==> config.mk <==
export PLATFORM = sky130hd
export DESIGN_NAME = axi2apb_bridge_mc
export DESIGN_NICKNAME = d
export VERILOG_FILES = /design/src/rtl/axi2apb_bridge_mc.sv
export SDC_FILE = /design/constraint.sdc
export NUM_CORES = 1
export LEC_CHECK = 0
export CAP_MARGIN = 20
export CORE_MARGIN = 4
export CORE_UTILIZATION = 45
export CTS_BUF_LIST = sky130_fd_sc_hd__clkbuf_8
export DETAILED_ROUTE_END_ITERATION = 6
export PLACE_DENSITY = 0.78
export REMOVE_ABC_BUFFERS = 1
export SLEW_MARGIN = 20
export SYNTH_ARGS = -nofsm -noshare
export SYNTH_HDL_FRONTEND = slang
export SYNTH_SLANG_ARGS = --single-unit
export TNS_END_PERCENT = 10
==> constraint.sdc <==
create_clock -name clk -period 4.2 [get_ports clk]
set_input_delay 0.84 -clock clk [delete_from_list [all_inputs] [get_ports clk]]
set_output_delay 0.84 -clock clk [all_outputs]
set_load 0.01 [all_outputs]
==> src/rtl/axi2apb_bridge_mc.sv <==
// AXI3 (FIXED/INCR, up to 16 beats) to multi-slave APB bridge with a write-data FIFO.
// Optional feature: define AXI2APB_TIMEOUT_EN to bound each APB access at 1024 wait cycles.
module axi2apb_bridge_mc #(
    parameter int ADDR_WIDTH      = 32,
    parameter int DATA_WIDTH      = 32,
    parameter int ID_WIDTH        = 4,
    parameter int NUM_SLAVES      = 4,
    parameter int SEL_LSB         = 12,
    parameter int WFIFO_DEPTH_LG2 = 4
) (
    input  logic                             clk,
    input  logic                             rst_n,
    input  logic [ID_WIDTH-1:0]              awid_i,
    input  logic [ADDR_WIDTH-1:0]            awaddr_i,
    input  logic [3:0]                       awlen_i,
    input  logic [2:0]                       awsize_i,
    input  logic [1:0]                       awburst_i,
    input  logic                             awvalid_i,
    output logic                             awready_o,
    input  logic [DATA_WIDTH-1:0]            wdata_i,
    input  logic [DATA_WIDTH/8-1:0]          wstrb_i,
    input  logic                             wlast_i,
    input  logic                             wvalid_i,
    output logic                             wready_o,
    output logic [ID_WIDTH-1:0]              bid_o,
    output logic [1:0]                       bresp_o,
    output logic                             bvalid_o,
    input  logic                             bready_i,
    input  logic [ID_WIDTH-1:0]              arid_i,
    input  logic [ADDR_WIDTH-1:0]            araddr_i,
    input  logic [3:0]                       arlen_i,
    input  logic [2:0]                       arsize_i,
    input  logic [1:0]                       arburst_i,
    input  logic                             arvalid_i,
    output logic                             arready_o,
    output logic [ID_WIDTH-1:0]              rid_o,
    output logic [DATA_WIDTH-1:0]            rdata_o,
    output logic [1:0]                       rresp_o,
    output logic                             rlast_o,
    output logic                             rvalid_o,
    input  logic                             rready_i,
    output logic [ADDR_WIDTH-1:0]            paddr_o,
    output logic [DATA_WIDTH-1:0]            pwdata_o,
    output logic [DATA_WIDTH/8-1:0]          pstrb_o,
    output logic                             pwrite_o,
    output logic                             penable_o,
    output logic [NUM_SLAVES-1:0]            psel_o,
    input  logic [NUM_SLAVES*DATA_WIDTH-1:0] prdata_i,
    input  logic [NUM_SLAVES-1:0]            pready_i,
    input  logic [NUM_SLAVES-1:0]            pslverr_i
);
    // state  | meaning
    // IDLE   | no transaction; AW/AR arbitration and handshake
    // SETUP  | APB setup phase (DECERR bursts drain/answer beats here)
    // ACCESS | APB access phase, waiting for pready
    // RDATA  | R beat presented, waiting for rready
    // BRESP  | B response presented, waiting for bready
    typedef enum logic [2:0] {S_IDLE, S_SETUP, S_ACCESS, S_RDATA, S_BRESP} state_t;

    localparam int STRB_WIDTH = DATA_WIDTH / 8;
    localparam int IDX_W      = (NUM_SLAVES > 1) ? $clog2(NUM_SLAVES) : 1;
    localparam int DEPTH      = 1 << WFIFO_DEPTH_LG2;
    localparam int CNT_W      = WFIFO_DEPTH_LG2 + 1;
    localparam logic [1:0] RESP_OKAY   = 2'b00;
    localparam logic [1:0] RESP_SLVERR = 2'b10;
    localparam logic [1:0] RESP_DECERR = 2'b11;

    state_t                    state_q, state_d;
    logic [ID_WIDTH-1:0]       id_q, id_d;
    logic [ADDR_WIDTH-1:0]     addr_q, addr_d;
    logic [3:0]                len_q, len_d;
    logic [2:0]                size_q, size_d;
    logic [1:0]                burst_q, burst_d;
    logic [3:0]                beat_q, beat_d;
    logic [1:0]                err_q, err_d;
    logic [IDX_W-1:0]          idx_q, idx_d;
    logic                      dec_q, dec_d;
    logic                      is_wr_q, is_wr_d;
    logic [DATA_WIDTH-1:0]     rdata_q, rdata_d;
    logic [1:0]                rresp_q, rresp_d;
    logic                      last_wr_q, last_wr_d;
    logic                      wr_active_q;

    logic [DATA_WIDTH-1:0]      fifo_data_q [DEPTH];
    logic [STRB_WIDTH-1:0]      fifo_strb_q [DEPTH];
    logic [WFIFO_DEPTH_LG2-1:0] wr_ptr_q, rd_ptr_q;
    logic [CNT_W-1:0]           count_q;
    logic                       fifo_empty, fifo_full, fifo_push, fifo_pop;

    logic                      grant_wr;
    logic [ADDR_WIDTH-1:0]     a_addr;
    logic [IDX_W-1:0]          a_idx;
    logic                      a_dec;
    logic [ADDR_WIDTH-1:0]     addr_next;
    logic                      last_beat, apb_phase;
    logic [NUM_SLAVES-1:0]     sel_onehot;
    logic                      sel_pready, sel_slverr;
    logic [DATA_WIDTH-1:0]     sel_rdata;
    logic                      timed_out, beat_done, beat_err;

    // Write when it is the only request, or when both request and read was served last.
    assign grant_wr  = awvalid_i && (!arvalid_i || !last_wr_q);
    assign awready_o = (state_q == S_IDLE) && grant_wr;
    assign arready_o = (state_q == S_IDLE) && arvalid_i && !grant_wr;

    assign a_addr = grant_wr ? awaddr_i : araddr_i;
    assign a_idx  = a_addr[SEL_LSB +: IDX_W];
    assign a_dec  = ({1'b0, a_idx} >= (IDX_W + 1)'(NUM_SLAVES)) ||
                    ((a_addr >> (SEL_LSB + IDX_W)) != '0);

    assign addr_next = (burst_q == 2'b00) ? addr_q : addr_q + (ADDR_WIDTH'(1) << size_q);
    assign last_beat = (beat_q == len_q);

    always_comb begin
        sel_onehot = '0;
        sel_pready = 1'b0;
        sel_slverr = 1'b0;
        sel_rdata  = '0;
        for (int k = 0; k < NUM_SLAVES; k++) begin
            if (idx_q == IDX_W'(k)) begin
                sel_onehot[k] = 1'b1;
                sel_pready    = pready_i[k];
                sel_slverr    = pslverr_i[k];
                sel_rdata     = prdata_i[k*DATA_WIDTH +: DATA_WIDTH];
            end
        end
    end

    assign fifo_empty = (count_q == '0);
    assign fifo_full  = (count_q == CNT_W'(DEPTH));
    assign wready_o   = wr_active_q && !fifo_full;
    assign fifo_push  = wvalid_i && wready_o;

    always_ff @(posedge clk) begin
        if (fifo_push) begin
            fifo_data_q[wr_ptr_q] <= wdata_i;
            fifo_strb_q[wr_ptr_q] <= wstrb_i;
        end
    end

    always_ff @(posedge clk or negedge rst_n) begin
        if (!rst_n) begin
            wr_ptr_q    <= '0;
            rd_ptr_q    <= '0;
            count_q     <= '0;
            wr_active_q <= 1'b0;
        end else begin
            if (fifo_push) wr_ptr_q <= wr_ptr_q + WFIFO_DEPTH_LG2'(1);
            if (fifo_pop)  rd_ptr_q <= rd_ptr_q + WFIFO_DEPTH_LG2'(1);
            if (fifo_push && !fifo_pop)      count_q <= count_q + CNT_W'(1);
            else if (!fifo_push && fifo_pop) count_q <= count_q - CNT_W'(1);
            // A new AW opens the W window; the beat carrying wlast closes it.
            if (awvalid_i && awready_o)      wr_active_q <= 1'b1;
            else if (fifo_push && wlast_i)   wr_active_q <= 1'b0;
        end
    end

`ifdef AXI2APB_TIMEOUT_EN
    logic [15:0] to_cnt_q;

    always_ff @(posedge clk or negedge rst_n) begin
        if (!rst_n) begin
            to_cnt_q <= '0;
        end else if (state_q == S_SETUP) begin
            to_cnt_q <= 16'd1023;
        end else if ((state_q == S_ACCESS) && (to_cnt_q != '0)) begin
            to_cnt_q <= to_cnt_q - 16'd1;
        end
    end

    assign timed_out = (state_q == S_ACCESS) && !sel_pready && (to_cnt_q == '0);
`else
    assign timed_out = 1'b0;
`endif

    assign beat_done = sel_pready || timed_out;
    assign beat_err  = (sel_pready && sel_slverr) || timed_out;

    always_comb begin
        state_d   = state_q;
        id_d      = id_q;
        addr_d    = addr_q;
        len_d     = len_q;
        size_d    = size_q;
        burst_d   = burst_q;
        beat_d    = beat_q;
        err_d     = err_q;
        idx_d     = idx_q;
        dec_d     = dec_q;
        is_wr_d   = is_wr_q;
        rdata_d   = rdata_q;
        rresp_d   = rresp_q;
        last_wr_d = last_wr_q;
        fifo_pop  = 1'b0;
        unique case (state_q)
            S_IDLE: begin
                if (awready_o || arready_o) begin
                    is_wr_d   = awready_o;
                    last_wr_d = awready_o;
                    id_d      = awready_o ? awid_i    : arid_i;
                    len_d     = awready_o ? awlen_i   : arlen_i;
                    size_d    = awready_o ? awsize_i  : arsize_i;
                    burst_d   = awready_o ? awburst_i : arburst_i;
                    addr_d    = a_addr;
                    idx_d     = a_idx;
                    dec_d     = a_dec;
                    beat_d    = '0;
                    err_d     = a_dec ? RESP_DECERR : RESP_OKAY;
                    state_d   = S_SETUP;
                end
            end
            S_SETUP: begin
                if (dec_q) begin
                    if (!is_wr_q) begin
                        rdata_d = '0;
                        rresp_d = RESP_DECERR;
                        state_d = S_RDATA;
                    end else if (!fifo_empty) begin
                        fifo_pop = 1'b1;
                        if (last_beat) state_d = S_BRESP;
                        else           beat_d  = beat_q + 4'd1;
                    end
                end else if (!(is_wr_q && fifo_empty)) begin
                    state_d = S_ACCESS;
                end
            end
            S_ACCESS: begin
                if (beat_done) begin
                    if (is_wr_q) begin
                        fifo_pop = 1'b1;
                        if (beat_err) err_d = RESP_SLVERR;
                        if (last_beat) begin
                            state_d = S_BRESP;
                        end else begin
                            beat_d  = beat_q + 4'd1;
                            addr_d  = addr_next;
                            state_d = S_SETUP;
                        end
                    end else begin
                        rdata_d = timed_out ? '0 : sel_rdata;
                        rresp_d = beat_err ? RESP_SLVERR : RESP_OKAY;
                        state_d = S_RDATA;
                    end
                end
            end
            S_RDATA: begin
                if (rready_i) begin
                    if (last_beat) begin
                        state_d = S_IDLE;
                    end else begin
                        beat_d  = beat_q + 4'd1;
                        addr_d  = addr_next;
                        state_d = S_SETUP;
                    end
                end
            end
            S_BRESP: begin
                if (bready_i) state_d = S_IDLE;
            end
            default: state_d = S_IDLE;
        endcase
    end

    always_ff @(posedge clk or negedge rst_n) begin
        if (!rst_n) begin
            state_q   <= S_IDLE;
            id_q      <= '0;
            addr_q    <= '0;
            len_q     <= '0;
            size_q    <= '0;
            burst_q   <= '0;
            beat_q    <= '0;
            err_q     <= RESP_OKAY;
            idx_q     <= '0;
            dec_q     <= 1'b0;
            is_wr_q   <= 1'b0;
            rdata_q   <= '0;
            rresp_q   <= RESP_OKAY;
            last_wr_q <= 1'b0;
        end else begin
            state_q   <= state_d;
            id_q      <= id_d;
            addr_q    <= addr_d;
            len_q     <= len_d;
            size_q    <= size_d;
            burst_q   <= burst_d;
            beat_q    <= beat_d;
            err_q     <= err_d;
            idx_q     <= idx_d;
            dec_q     <= dec_d;
            is_wr_q   <= is_wr_d;
            rdata_q   <= rdata_d;
            rresp_q   <= rresp_d;
            last_wr_q <= last_wr_d;
        end
    end

    // A write holds off its setup phase until the FIFO has the beat's data.
    assign apb_phase = !dec_q && ((state_q == S_ACCESS) ||
                                  ((state_q == S_SETUP) && !(is_wr_q && fifo_empty)));

    assign psel_o    = apb_phase ? sel_onehot : '0;
    assign penable_o = apb_phase && (state_q == S_ACCESS);
    assign pwrite_o  = apb_phase && is_wr_q;
    assign paddr_o   = apb_phase ? addr_q : '0;
    assign pwdata_o  = (apb_phase && is_wr_q) ? fifo_data_q[rd_ptr_q] : '0;
    assign pstrb_o   = (apb_phase && is_wr_q) ? fifo_strb_q[rd_ptr_q] : '0;

    assign rvalid_o  = (state_q == S_RDATA);
    assign rid_o     = rvalid_o ? id_q : '0;
    assign rdata_o   = rvalid_o ? rdata_q : '0;
    assign rresp_o   = rvalid_o ? rresp_q : '0;
    assign rlast_o   = rvalid_o && last_beat;

    assign bvalid_o  = (state_q == S_BRESP);
    assign bid_o     = bvalid_o ? id_q : '0;
    assign bresp_o   = bvalid_o ? err_q : '0;

endmodule
==> metrics.csv <==
stage,metric,value,unit
pwr,leakage,13.36,nW
synth,synth-seq-cells,682,
critical_path,worst-path-buf-inv,2,
timing,maxSlewHeadroom,35.37,%
critical_path,max_stage_delay,570,ps
routing,drc,0,
floorplanning,die_h,264.1,um
synth,synth-adder-area-share,0.8985,%
synth,synth_cell_types,58,
synth,synth_top_family_by_area,multiplexers,
synth,synth_edf_count,576,
synth,ys.flop_type,edfxtp_1,
synth,yosys-top-cells-area,"edfxtp_1, mux4_2, dfrtp_1, nand2_1, and3_1",
floorplanning,start_util,45.63,%
critical_path,cpMaxStageDelayCell,mux4_2,
routing,drtIter0Drc,1597,
routing,num_vias,18320,
critical_path,critPathKind,flop to primary output,
finish,syn2layout_area_growth,25.37,%
routing,wl,81100,um
timing,max_freq,0.2413,GHz
finish,layout_common_cells,"edfxtp_1, clkdlybuf4s50_1, mux4_2",
floorplanning,ios,394,
timing,drv_slew,0,
critical_path,critical-path-top-delay-family,multiplexers,
synth,syn_inst,1774,
clock_network,cts_tree,yes,
clock_network,htreeDepth,3,
placement,place.gp.congestion,1.005,
global_route,grt_max_degree,69,
placement,portBuffers,393,
critical_path,cp_max_fo,16,
floorplanning,die_w,264.1,um
finish,final_common_cell,edfxtp_1,
critical_path,crit_chain,buf_4 -> mux4_2 -> mux4_2 -> and3_1 -> clkdlybuf4s50_1,
global_route,overflow,0,
floorplanning,core_area,64700,um^2
hold_path,min_path_type,primary input to async pin,
critical_path,end_kind,primary output,
flow_run,maxCapViolCount,0,
synth,synth_largest_area_cell,edfxtp_1,
synth,synthMuxAreaShare,17.02,%
synth,synth_area_per_cell,16.64,um^2
timing,hold_viol_final,0,
global_route,grt_pass1_vias,18820,
finish,fin_nets,2514,
routing,dr.pass1.iters,5,
synth,synth-compound-area-share,3.899,%
clock_network,cts_buffers,106,
timing,rsz0062_at_grt,true,
clock_network,clk-insertion-delay-late,700,ps
floorplanning,dieArea,69770,um^2
routing,wl_per_cell,25.60,um
timing,finalSetupViolCount,0,
floorplanning,rows,93,
clock_network,clkTransAtPathRegs,60,ps
synth,synth_xor_area_share,0.6527,%
placement,dp_hpwl,50300,um
critical_path,start_kind,flop,
critical_path,critPathArrivalTime,3300,ps
timing,min_period,4144,ps
critical_path,path_common_cell,mux4_2,
finish,layout-drive-gt1-share,20.02,%
finish,finalInstanceArea,37010,um^2
synth,syn_area,29520,um^2
placement,placed_cell_area,34840,um^2
synth,synth_top_area_share,58.59,%
synth,synth_simple_gate_area_share,7.985,%
placement,place_ws,307.0,ps
synth,synth-warning-count,0,
timing,clock_skew,48.03,ps
routing,routed_via_density,5.783,
routing,final_antenna_net_count,0,
pwr,power_density,589.5,nW/um^2
global_route,antenna_found_initial,8,
clock_network,root_buffer,clkbuf_8,
clock_network,clock_path_buffers,3,
critical_path,regToRegSetupSlack,870,ps
global_route,grt_usage,22.71,%
timing,period_share,98.66,%
synth,async_flop_share,15.54,%
synth,yosysSeqAreaShare,67.57,%
pwr,vdd_drop_max,0.4362,mV
clock_network,hold_buffers,0,
global_route,grt_pass1_wl,120100,um
critical_path,worstPathRequired,3360,ps
timing,fin_ws,56.09,ps
timing,worst_pin_slew,969.4,ps
clock_network,cts.sink_count,682,
status,status,finished clean,
-- path summary, 6_finish.rpt --
| check | to | cells after the start | from |
|---|---|---|---|
| worst max-delay path | pwdata_o[6] | 5 | rd_ptr_q[0] |
| worst min-delay path | rdata_q[27] | 1 | rst_n |
| worst max register to register | count_q[4] | 13 | state_q[0] |
| worst min register to register | rdata_q[7] | 2 | rdata_q[7] |
| max in group asynchronous | addr_q[22] | 2 | rst_n |
| min in group clk | rdata_q[7] | 2 | rdata_q[7] |
-- final cells by class --
cell class              instances  area [um^2]
clock inverters                81        506.7
inverters                      21        78.83
well taps                     855         1070
clock buffers                 111         1528
repair buffers                466         4731
flip-flops and latches        682        19960
diodes                          5        12.51
fillers                      4909        27680
multi-input cells             947         9125
-- state kept, by name, indices dropped and copies added, names as in the netlist, 3 cells and up --
| register | cells |
|---|---|
| beat_q | 4 |
| fifo_strb_q | 64 |
| count_q | 5 |
| rd_ptr_q | 4 |
| len_q | 4 |
| id_q | 4 |
| addr_q | 32 |
| wr_ptr_q | 4 |
| state_q | 3 |
| size_q | 3 |
| fifo_data_q | 512 |
| rdata_q | 32 |
-- where the power goes --
part	total [W]	switching, W	leakage [nW]	internal [W]
Combinational	0.00764	0.00393	5.71	0.00371
Clock	0.00534	0.00256	1.17	0.00277
Sequential	0.00884	0.000636	6.49	0.00820
Total	0.0218	0.00713	13.4	0.0147
-- synthesized netlist by cell type (all sizes together) (2+ instances only) --
cell     instances
edfxtp         576
mux4           214
nand2          193
dfrtp          106
clkbuf          86
and3            85
a21oi           67
nand3           60
o21ai           59
nor2            41
buf             38
and2            37
inv             21
ha              18
mux2i           17
xnor2           17
nor3            15
nand4           12
o31ai           11
nand2b          10
o211ai           9
nor4             7
o21a             7
a21o             6
nor3b            5
xor2             5
a2bb2oi          4
nor2b            4
a211oi           3
a31o             3
mux2             3
or2              3
or3              3
a31oi            2
and3b            2
fa               2
o2111ai          2
o22a             2
o22ai            2
or3b             2
or4              2
-- metal layers --
layer | track usage [%] | up-vias | share of wire (%)
li1 | - | 7938 | -
met4 | 7.453 | 2 | 3.4
met1 | 29.93 | 9255 | 38
met3 | 5.029 | 155 | 8.7
met5 | 0 | - | 0.016
met2 | 37.92 | 970 | 50
-- cell families (layout without fill, tap and decap cells) --
logic type	Yosys count	in the layout
buffers and inverters	145	679
muxes	234	234
and+or+nand+nor	482	482
DFF	682	682
adders and majority gates	20	20
xor gates and xnor gates	22	22
other	0	5
AOI/OAI and AO/OA	189	189
-- stage by stage --
step           std cells  TNS [ps]  hold slack, ps  util [%]  total power (W)
2_1_floorplan       1650   -149390           438.2         -          0.01409
5_1_grt             3168    -242.0           313.8     57.21          0.02296
3_3_place_gp        2966         0           450.4     53.84          0.01627
6_report            3168         0           265.3     57.21          0.02182
4_1_cts             3163    -57.93           271.3     57.13          0.02202
3_5_place_dp        2966         0           455.0     53.84          0.01652
-- repair_timing --
item                                    CTS  global route
gates resized for setup                  12            14
endpoints found under the setup margin   36            54
cloned                                    0             0
setup buffers                             5             0
(Power assumes the default switching activity.)
